--- config.mk ---
export PLATFORM = sky130hd
export DESIGN_NAME = rx_packet_parser_flat
export DESIGN_NICKNAME = d
export VERILOG_FILES = /design/src/rtl/rx_packet_parser_if.sv /design/src/rtl/rx_packet_parser.sv /design/src/flat_wrapper.sv
export SDC_FILE = /design/constraint.sdc
export NUM_CORES = 1
export LEC_CHECK = 0
export BUFFER_PORTS_ARGS = -buffer_cell sky130_fd_sc_hd__buf_2
export CORE_AREA = 2 2 184 150
export DETAILED_ROUTE_END_ITERATION = 8
export DIE_AREA = 0 0 186 152
export SLEW_MARGIN = 15
export SYNTH_ARGS = -nofsm -noshare
export SYNTH_HDL_FRONTEND = slang
export SYNTH_SLANG_ARGS = --single-unit
--- constraint.sdc ---
create_clock -name clk -period 4.85 [get_ports clk]
set_input_delay 0.7275 -clock clk [delete_from_list [all_inputs] [get_ports clk]]
set_output_delay 0.7275 -clock clk [all_outputs]
set_load 0.05 [all_outputs]
--- src/rtl/rx_packet_parser_if.sv ---
// rtl/rx_packet_parser_if.sv - FIFO read port and payload stream bundle for rx_packet_parser
interface rx_packet_parser_if;
    logic       rx_empty;
    logic [7:0] read_data;
    logic       ren;
    logic [7:0] out_data;
    logic       out_valid;
    logic       out_ready;
    logic       out_last;

    modport master (
        input  rx_empty, read_data, out_ready,
        output ren, out_data, out_valid, out_last
    );

    modport slave (
        output rx_empty, read_data, out_ready,
        input  ren, out_data, out_valid, out_last
    );
endinterface

--- src/rtl/rx_packet_parser.sv ---
// rtl/rx_packet_parser.sv - SYNC/LEN/payload/CHK packet parser on the UART RX FIFO read side
// Optional inter-byte timeout enabled by defining RX_PKT_TIMEOUT_EN.
module rx_packet_parser #(
    parameter logic [7:0] SYNC_BYTE   = 8'hA5,
    parameter int         MAX_LEN     = 16,
    parameter int         CNT_W       = 8,
    parameter int         TIMEOUT_CYC = 1024
) (
    input  logic                 clk,
    input  logic                 rst,
    rx_packet_parser_if.master   bus,
    output logic                 pkt_err,
    output logic [CNT_W-1:0]     err_count,
    output logic                 busy
);
    localparam int         IDX_W     = (MAX_LEN > 1) ? $clog2(MAX_LEN) : 1;
    localparam logic [8:0] MAX_LEN_B = 9'(MAX_LEN);

    typedef enum logic [2:0] {
        S_HUNT,
        S_LEN,
        S_PAYLOAD,
        S_CHK,
        S_EVAL,
        S_DRAIN
    } state_t;

    state_t             state;
    state_t             state_nxt;
    logic               rd_pend;
    logic               ren_c;
    logic               err_now;
    logic               pkt_state;
    logic               fetch_state;
    logic               len_ok;
    logic               handshake;
    logic               timeout_hit;
    logic [7:0]         b;
    logic [7:0]         chk;
    logic [7:0]         chk_rx;
    logic [IDX_W-1:0]   len_m1;
    logic [IDX_W-1:0]   idx;
    logic [IDX_W-1:0]   idx_inc;
    logic [7:0]         out_data_q;
    logic               out_valid_q;
    logic               out_last_q;
    logic [7:0]         pbuf [MAX_LEN];

    assign b           = bus.read_data;
    assign idx_inc     = idx + 1'b1;
    assign pkt_state   = (state == S_LEN) || (state == S_PAYLOAD) || (state == S_CHK);
    assign fetch_state = pkt_state || (state == S_HUNT);
    assign len_ok      = (b != 8'd0) && ({1'b0, b} <= MAX_LEN_B);
    assign handshake   = out_valid_q && bus.out_ready;
    assign busy        = (state != S_HUNT);

    // Strobe-style read: a byte requested this cycle is captured next cycle (rd_pend).
    assign ren_c = fetch_state && !bus.rx_empty && !rd_pend && !rst && !timeout_hit;
    assign bus.ren       = ren_c;
    assign bus.out_data  = out_data_q;
    assign bus.out_last  = out_last_q;
    assign bus.out_valid = out_valid_q && !rst;

`ifdef RX_PKT_TIMEOUT_EN
    localparam int TMO_W = $clog2(TIMEOUT_CYC + 1);
    logic [TMO_W-1:0] idle_cnt;

    assign timeout_hit = pkt_state && !rd_pend && (idle_cnt == TMO_W'(TIMEOUT_CYC));

    always_ff @(posedge clk) begin
        if (rst || !pkt_state || rd_pend || timeout_hit) begin
            idle_cnt <= '0;
        end else begin
            idle_cnt <= idle_cnt + 1'b1;
        end
    end
`else
    assign timeout_hit = (TIMEOUT_CYC < 0);
`endif

    always_ff @(posedge clk) begin
        if (rst) begin
            state <= S_HUNT;
        end else begin
            state <= state_nxt;
        end
    end

    always_comb begin
        state_nxt = state;
        err_now   = 1'b0;
        case (state)
            S_HUNT: begin
                if (rd_pend && (b == SYNC_BYTE)) state_nxt = S_LEN;
            end
            S_LEN: begin
                if (rd_pend) begin
                    if (len_ok) begin
                        state_nxt = S_PAYLOAD;
                    end else begin
                        err_now   = 1'b1;
                        state_nxt = S_HUNT;
                    end
                end
            end
            S_PAYLOAD: begin
                if (rd_pend && (idx == len_m1)) state_nxt = S_CHK;
            end
            S_CHK: begin
                if (rd_pend) state_nxt = S_EVAL;
            end
            S_EVAL: begin
                if (chk_rx == chk) begin
                    state_nxt = S_DRAIN;
                end else begin
                    err_now   = 1'b1;
                    state_nxt = S_HUNT;
                end
            end
            S_DRAIN: begin
                if (handshake && out_last_q) state_nxt = S_HUNT;
            end
            default: state_nxt = S_HUNT;
        endcase
        if (timeout_hit) begin
            err_now   = 1'b1;
            state_nxt = S_HUNT;
        end
    end

    always_ff @(posedge clk) begin
        if ((state == S_PAYLOAD) && rd_pend) begin
            pbuf[idx] <= b;
        end
    end

    always_ff @(posedge clk) begin
        if (rst) begin
            rd_pend     <= 1'b0;
            idx         <= '0;
            len_m1      <= '0;
            chk         <= 8'd0;
            chk_rx      <= 8'd0;
            out_data_q  <= 8'd0;
            out_valid_q <= 1'b0;
            out_last_q  <= 1'b0;
            pkt_err     <= 1'b0;
            err_count   <= '0;
        end else begin
            rd_pend <= ren_c;
            pkt_err <= err_now;
            if (err_now && (err_count != {CNT_W{1'b1}})) begin
                err_count <= err_count + 1'b1;
            end
            case (state)
                S_LEN: begin
                    if (rd_pend && len_ok) begin
                        len_m1 <= IDX_W'(b - 8'd1);
                        chk    <= b;
                        idx    <= '0;
                    end
                end
                S_PAYLOAD: begin
                    if (rd_pend) begin
                        chk <= chk ^ b;
                        if (idx != len_m1) idx <= idx_inc;
                    end
                end
                S_CHK: begin
                    if (rd_pend) chk_rx <= b;
                end
                S_EVAL: begin
                    // Preload the first byte so out_valid rises the cycle after EVAL.
                    if (chk_rx == chk) begin
                        idx         <= '0;
                        out_valid_q <= 1'b1;
                        out_data_q  <= pbuf[0];
                        out_last_q  <= (len_m1 == '0);
                    end
                end
                S_DRAIN: begin
                    if (handshake) begin
                        if (out_last_q) begin
                            out_valid_q <= 1'b0;
                            out_last_q  <= 1'b0;
                            idx         <= '0;
                        end else begin
                            idx        <= idx_inc;
                            out_data_q <= pbuf[idx_inc];
                            out_last_q <= (idx_inc == len_m1);
                        end
                    end
                end
                default: ;
            endcase
        end
    end
endmodule
--- src/flat_wrapper.sv ---
// flat-port wrapper written by rule: the top's interface ports become plain ports
module rx_packet_parser_flat 
#(
    parameter logic [7:0] SYNC_BYTE   = 8'hA5,
    parameter int         MAX_LEN     = 16,
    parameter int         CNT_W       = 8,
    parameter int         TIMEOUT_CYC = 1024
)
  (clk, rst, pkt_err, err_count, busy, bus_rx_empty, bus_read_data, bus_out_ready, bus_ren, bus_out_data, bus_out_valid, bus_out_last);
  rx_packet_parser_if bus_i ();
  input  logic clk;
  input  logic rst;
  output logic pkt_err;
  output logic [CNT_W-1:0] err_count;
  output logic busy;
  input wire logic [$bits(bus_i.rx_empty)-1:0] bus_rx_empty;
  input wire logic [$bits(bus_i.read_data)-1:0] bus_read_data;
  input wire logic [$bits(bus_i.out_ready)-1:0] bus_out_ready;
  output wire logic [$bits(bus_i.ren)-1:0] bus_ren;
  output wire logic [$bits(bus_i.out_data)-1:0] bus_out_data;
  output wire logic [$bits(bus_i.out_valid)-1:0] bus_out_valid;
  output wire logic [$bits(bus_i.out_last)-1:0] bus_out_last;
  assign bus_i.rx_empty = bus_rx_empty;
  assign bus_i.read_data = bus_read_data;
  assign bus_i.out_ready = bus_out_ready;
  assign bus_ren = bus_i.ren;
  assign bus_out_data = bus_i.out_data;
  assign bus_out_valid = bus_i.out_valid;
  assign bus_out_last = bus_i.out_last;
  rx_packet_parser #(.SYNC_BYTE(SYNC_BYTE), .MAX_LEN(MAX_LEN), .CNT_W(CNT_W), .TIMEOUT_CYC(TIMEOUT_CYC)) u_core (.clk(clk), .rst(rst), .bus(bus_i), .pkt_err(pkt_err), .err_count(err_count), .busy(busy));
endmodule
==> flow_summary.yaml <==
synth:
  ys_seq_area_share_pct: 63.4
  syn_nets: 557
  syn_area_mm2: 0.00755
  synthCells: 537
  synth_cell_type_count: 56
  synth-main-ff-cell: "edfxtp_1"
  syn_avg_cell_area_um2: 14.1
  synth-edff-count: 128
  yosysMostFrequentCell: "edfxtp_1"
  yosys.area.top_type_share_pct: 50.9
  synth_top_cell_by_area: "edfxtp_1"
  async_reset_ff_share_pct: 0
  ys_top_cells_by_count: "edfxtp_1 (128), dfxtp_1 (47), nor2_1 (44)"
  yosys_register_bits: 175
  ys_top_cells_by_area: "edfxtp_1 (51%), dfxtp_1 (12%), mux4_2 (9.5%)"
  yosysWarningCount: 0
cts:
  clkSinkCount: 175
  cts_tree: "built"
  htreeDepth: 4
  clkLatencyLatePin_ns: 0.43
  clk_pin_slew_ns: 0.07
  cts_resized: 0
  postCtsHoldBufs: 0
  post-cts-setup-buffers: 0
  clockRootBuffer: "clkbuf_16"
  cts_buffers: 17
  cts_max_path_buffers: 2
timing:
  setup_viol: 0
  fmax_ghz: 0.311
  final.min_clock_period_ns: 3.21
  maxSlewHeadroom_pct: 43.3
  tns_ns: 0
  slew_viol_final: 0
  whs_ns: 0.468
  finClkSkew_ns: 0.00954
  final.period_utilization_pct: 66.2
  hold_violations: 0
  worstMarginPinSlew_ns: 0.849
  rsz0062_at_grt: "false"
worst_setup_path:
  startpoint_type: "flip-flop"
  crit_required_ns: 5.14
  path_cells: "buf_4 -> ha_1 -> xor2_4 -> mux2i_1 -> o22ai_1 -> a211oi_1 -> nor3_1"
  max_stage_delay_ns: 0.70
  cp_max_fo: 36
  slowest_stage: "xor2_4"
  arrival_ns: 3.50
  r2r_cells: 7
  cp-end-kind: "flip-flop"
  r2r-start: "u_core.idx[0]$_SDFFE_PP0P_"
  worstReg2RegEnd: "u_core.bus.out_data[5]$_SDFFE_PP0P_"
  critPathKind: "flip-flop to flip-flop"
  regToRegSetupSlack_ns: 1.64
job:
  drv_cap: 0
layout:
  n_antenna_cell: 0
  nets: 592
  final_layout_size_suffix_gt1_share_pct: 21.7
  syn_to_final_growth_pct: 15.2
  fill_cells: 2591
  final_util_pct: 32.6
global_routing:
  overflow: 0
  antenna_found_initial: 0
  grt_start_max_net_pins: 54
  grt_pass1_wl_um: 26400
  grt_usage_pct: 12.5
  grt_pass1_vias: 4397
pwr:
  vdd_drop_max_v: 0.000205
  leakagePower_nw: 2.83
  pwr_density_cell_mw_per_mm2: 343
placed_design:
  port_buffers: 32
  place.gp.congestion: 0.766
  dp_hpwl_um: 11000
worst_hold_path:
  hold_path_end: "u_core.chk_rx[1]$_SDFFE_PP0P_"
  min-delay-start: "u_core.chk_rx[1]$_SDFFE_PP0P_"
  hold_depth: 2
  hold_class: "flip-flop to flip-flop"
route:
  routed_wirelength_um: 17000
  route.detailed.drc: 0
  drt-initial-drc-count: 409
  viasPerCell: 4.74
  wire_per_inst_um: 17.9
  vias: 4500
  drt_first_pass_iters: 5
  postRouteAntennaNets: 0
floorplan:
  coreArea_mm2: 0.0267
  die_w_um: 186
  std_cell_rows: 54
  dieArea_mm2: 0.0283
  num_io_pins: 33
  start_util_pct: 28.3
  die_y_um: 152
run_status:
  status: "finished clean"
state kept, by name, indices dropped and copies added, names as in the netlist:
name / cells
u_core.bus.out_data: 8
u_core.chk_rx: 8
u_core.state: 3
u_core.err_count: 8
u_core.rd_pend: 1
u_core.bus.out_last: 1
u_core.pbuf: 128
u_core.pkt_err: 1
u_core.len_m1: 4
u_core.idx: 4
u_core.out_valid_q: 1
u_core.chk: 8
per-layer routing:
metal / wire (um) / GRT usage [%] / vias to the layer above
li1: - / - / 2124
met3: 1000 / 3.57 / 11
met2: 7410 / 17.8 / 114
met1: 8460 / 18.6 / 2251
met4: 153 / 3.30 / 0
met5: 0 / 0 / -
final cells by class:
class / count / area, um^2 / share of cell area, %
Clock buffer: 18 / 429 / 4.93
Clock inverter: 14 / 146 / 1.68
Inverter: 12 / 45.0 / 0.518
Multi-Input combinational cell: 322 / 2570 / 29.6
Sequential cell: 175 / 4790 / 55.0
Tap cell: 364 / 455 / 5.24
Timing Repair Buffer: 44 / 263 / 3.02
per-stage QoR:
stage	cell area [um^2]	cells	power, W	setup slack, ns
final	8700	949	0.00298	1.64
after global routing	8700	949	0.00308	1.45
after CTS	8690	949	0.00301	1.65
after detailed placement	8120	917	0.00169	1.66
after global placement	8120	917	0.00169	1.66
after floorplan	7550	537	0.00166	1.56
how the worst max path moves through the flow:
stage | from | to | slack [ns]
detailed placement | u_core.idx[0]$_SDFFE_PP0P_ | u_core.bus.out_data[5]$_SDFFE_PP0P_ | 1.66
CTS | u_core.idx[0]$_SDFFE_PP0P_ | u_core.bus.out_data[5]$_SDFFE_PP0P_ | 1.65
global placement | u_core.idx[0]$_SDFFE_PP0P_ | u_core.bus.out_data[5]$_SDFFE_PP0P_ | 1.66
finish | u_core.idx[0]$_SDFFE_PP0P_ | u_core.bus.out_data[5]$_SDFFE_PP0P_ | 1.64
global route | u_core.idx[0]$_SDFFE_PP0P_ | u_core.bus.out_data[5]$_SDFFE_PP0P_ | 1.45
floorplan | rst | bus_ren | 1.56
layout by cell type, fill, tap and decap left out, types with 9 or more instances in the layout:
cell type | synthesis | routed
nand3_1 | 11 | 11
xor2_1 | 14 | 14
edfxtp_1 | 128 | 128
a21oi_1 | 27 | 27
inv_1 | 12 | 12
mux4_2 | 32 | 32
mux2i_1 | 16 | 16
buf_4 | 3 | 11
dfxtp_1 | 47 | 46
buf_2 | 8 | 32
nand2_1 | 40 | 40
clkbuf_16 | 0 | 17
a211oi_1 | 14 | 14
o21ai_0 | 9 | 9
nor2_1 | 44 | 44
nor3_1 | 20 | 19
kinds of logic after synthesis:
family	Yosys count	synth area share (%)
XOR/XNOR	22	2.90
flip-flops	175	63.4
AND/OR/NAND/NOR	165	11.2
multiplexers	49	11.8
adder cells (fa/ha/maj)	8	1.33
AO/OA/AOI/OAI	78	6.76
buffers and inverters	40	2.57
critical path, delay by kind of cell, from the launching register on:
family          cells  cell delay (ns)
buf+inv             1             0.56
fa+ha+maj           1             0.42
compound gates      2             0.53
flops               1             0.32
xor+xnor            1             0.70
mux                 1             0.42
simple gates        1             0.09
where the power goes:
part	switching [W]	total [W]	leakage (nW)	internal, W
Sequential	0.00000134	0.00160	1.53	0.00160
Combinational	0.0000414	0.0000512	1.02	0.00000984
Clock	0.000641	0.00133	0.284	0.000687
Total	0.000684	0.00298	2.83	0.00230
Power figures use the tool's default switching activity.
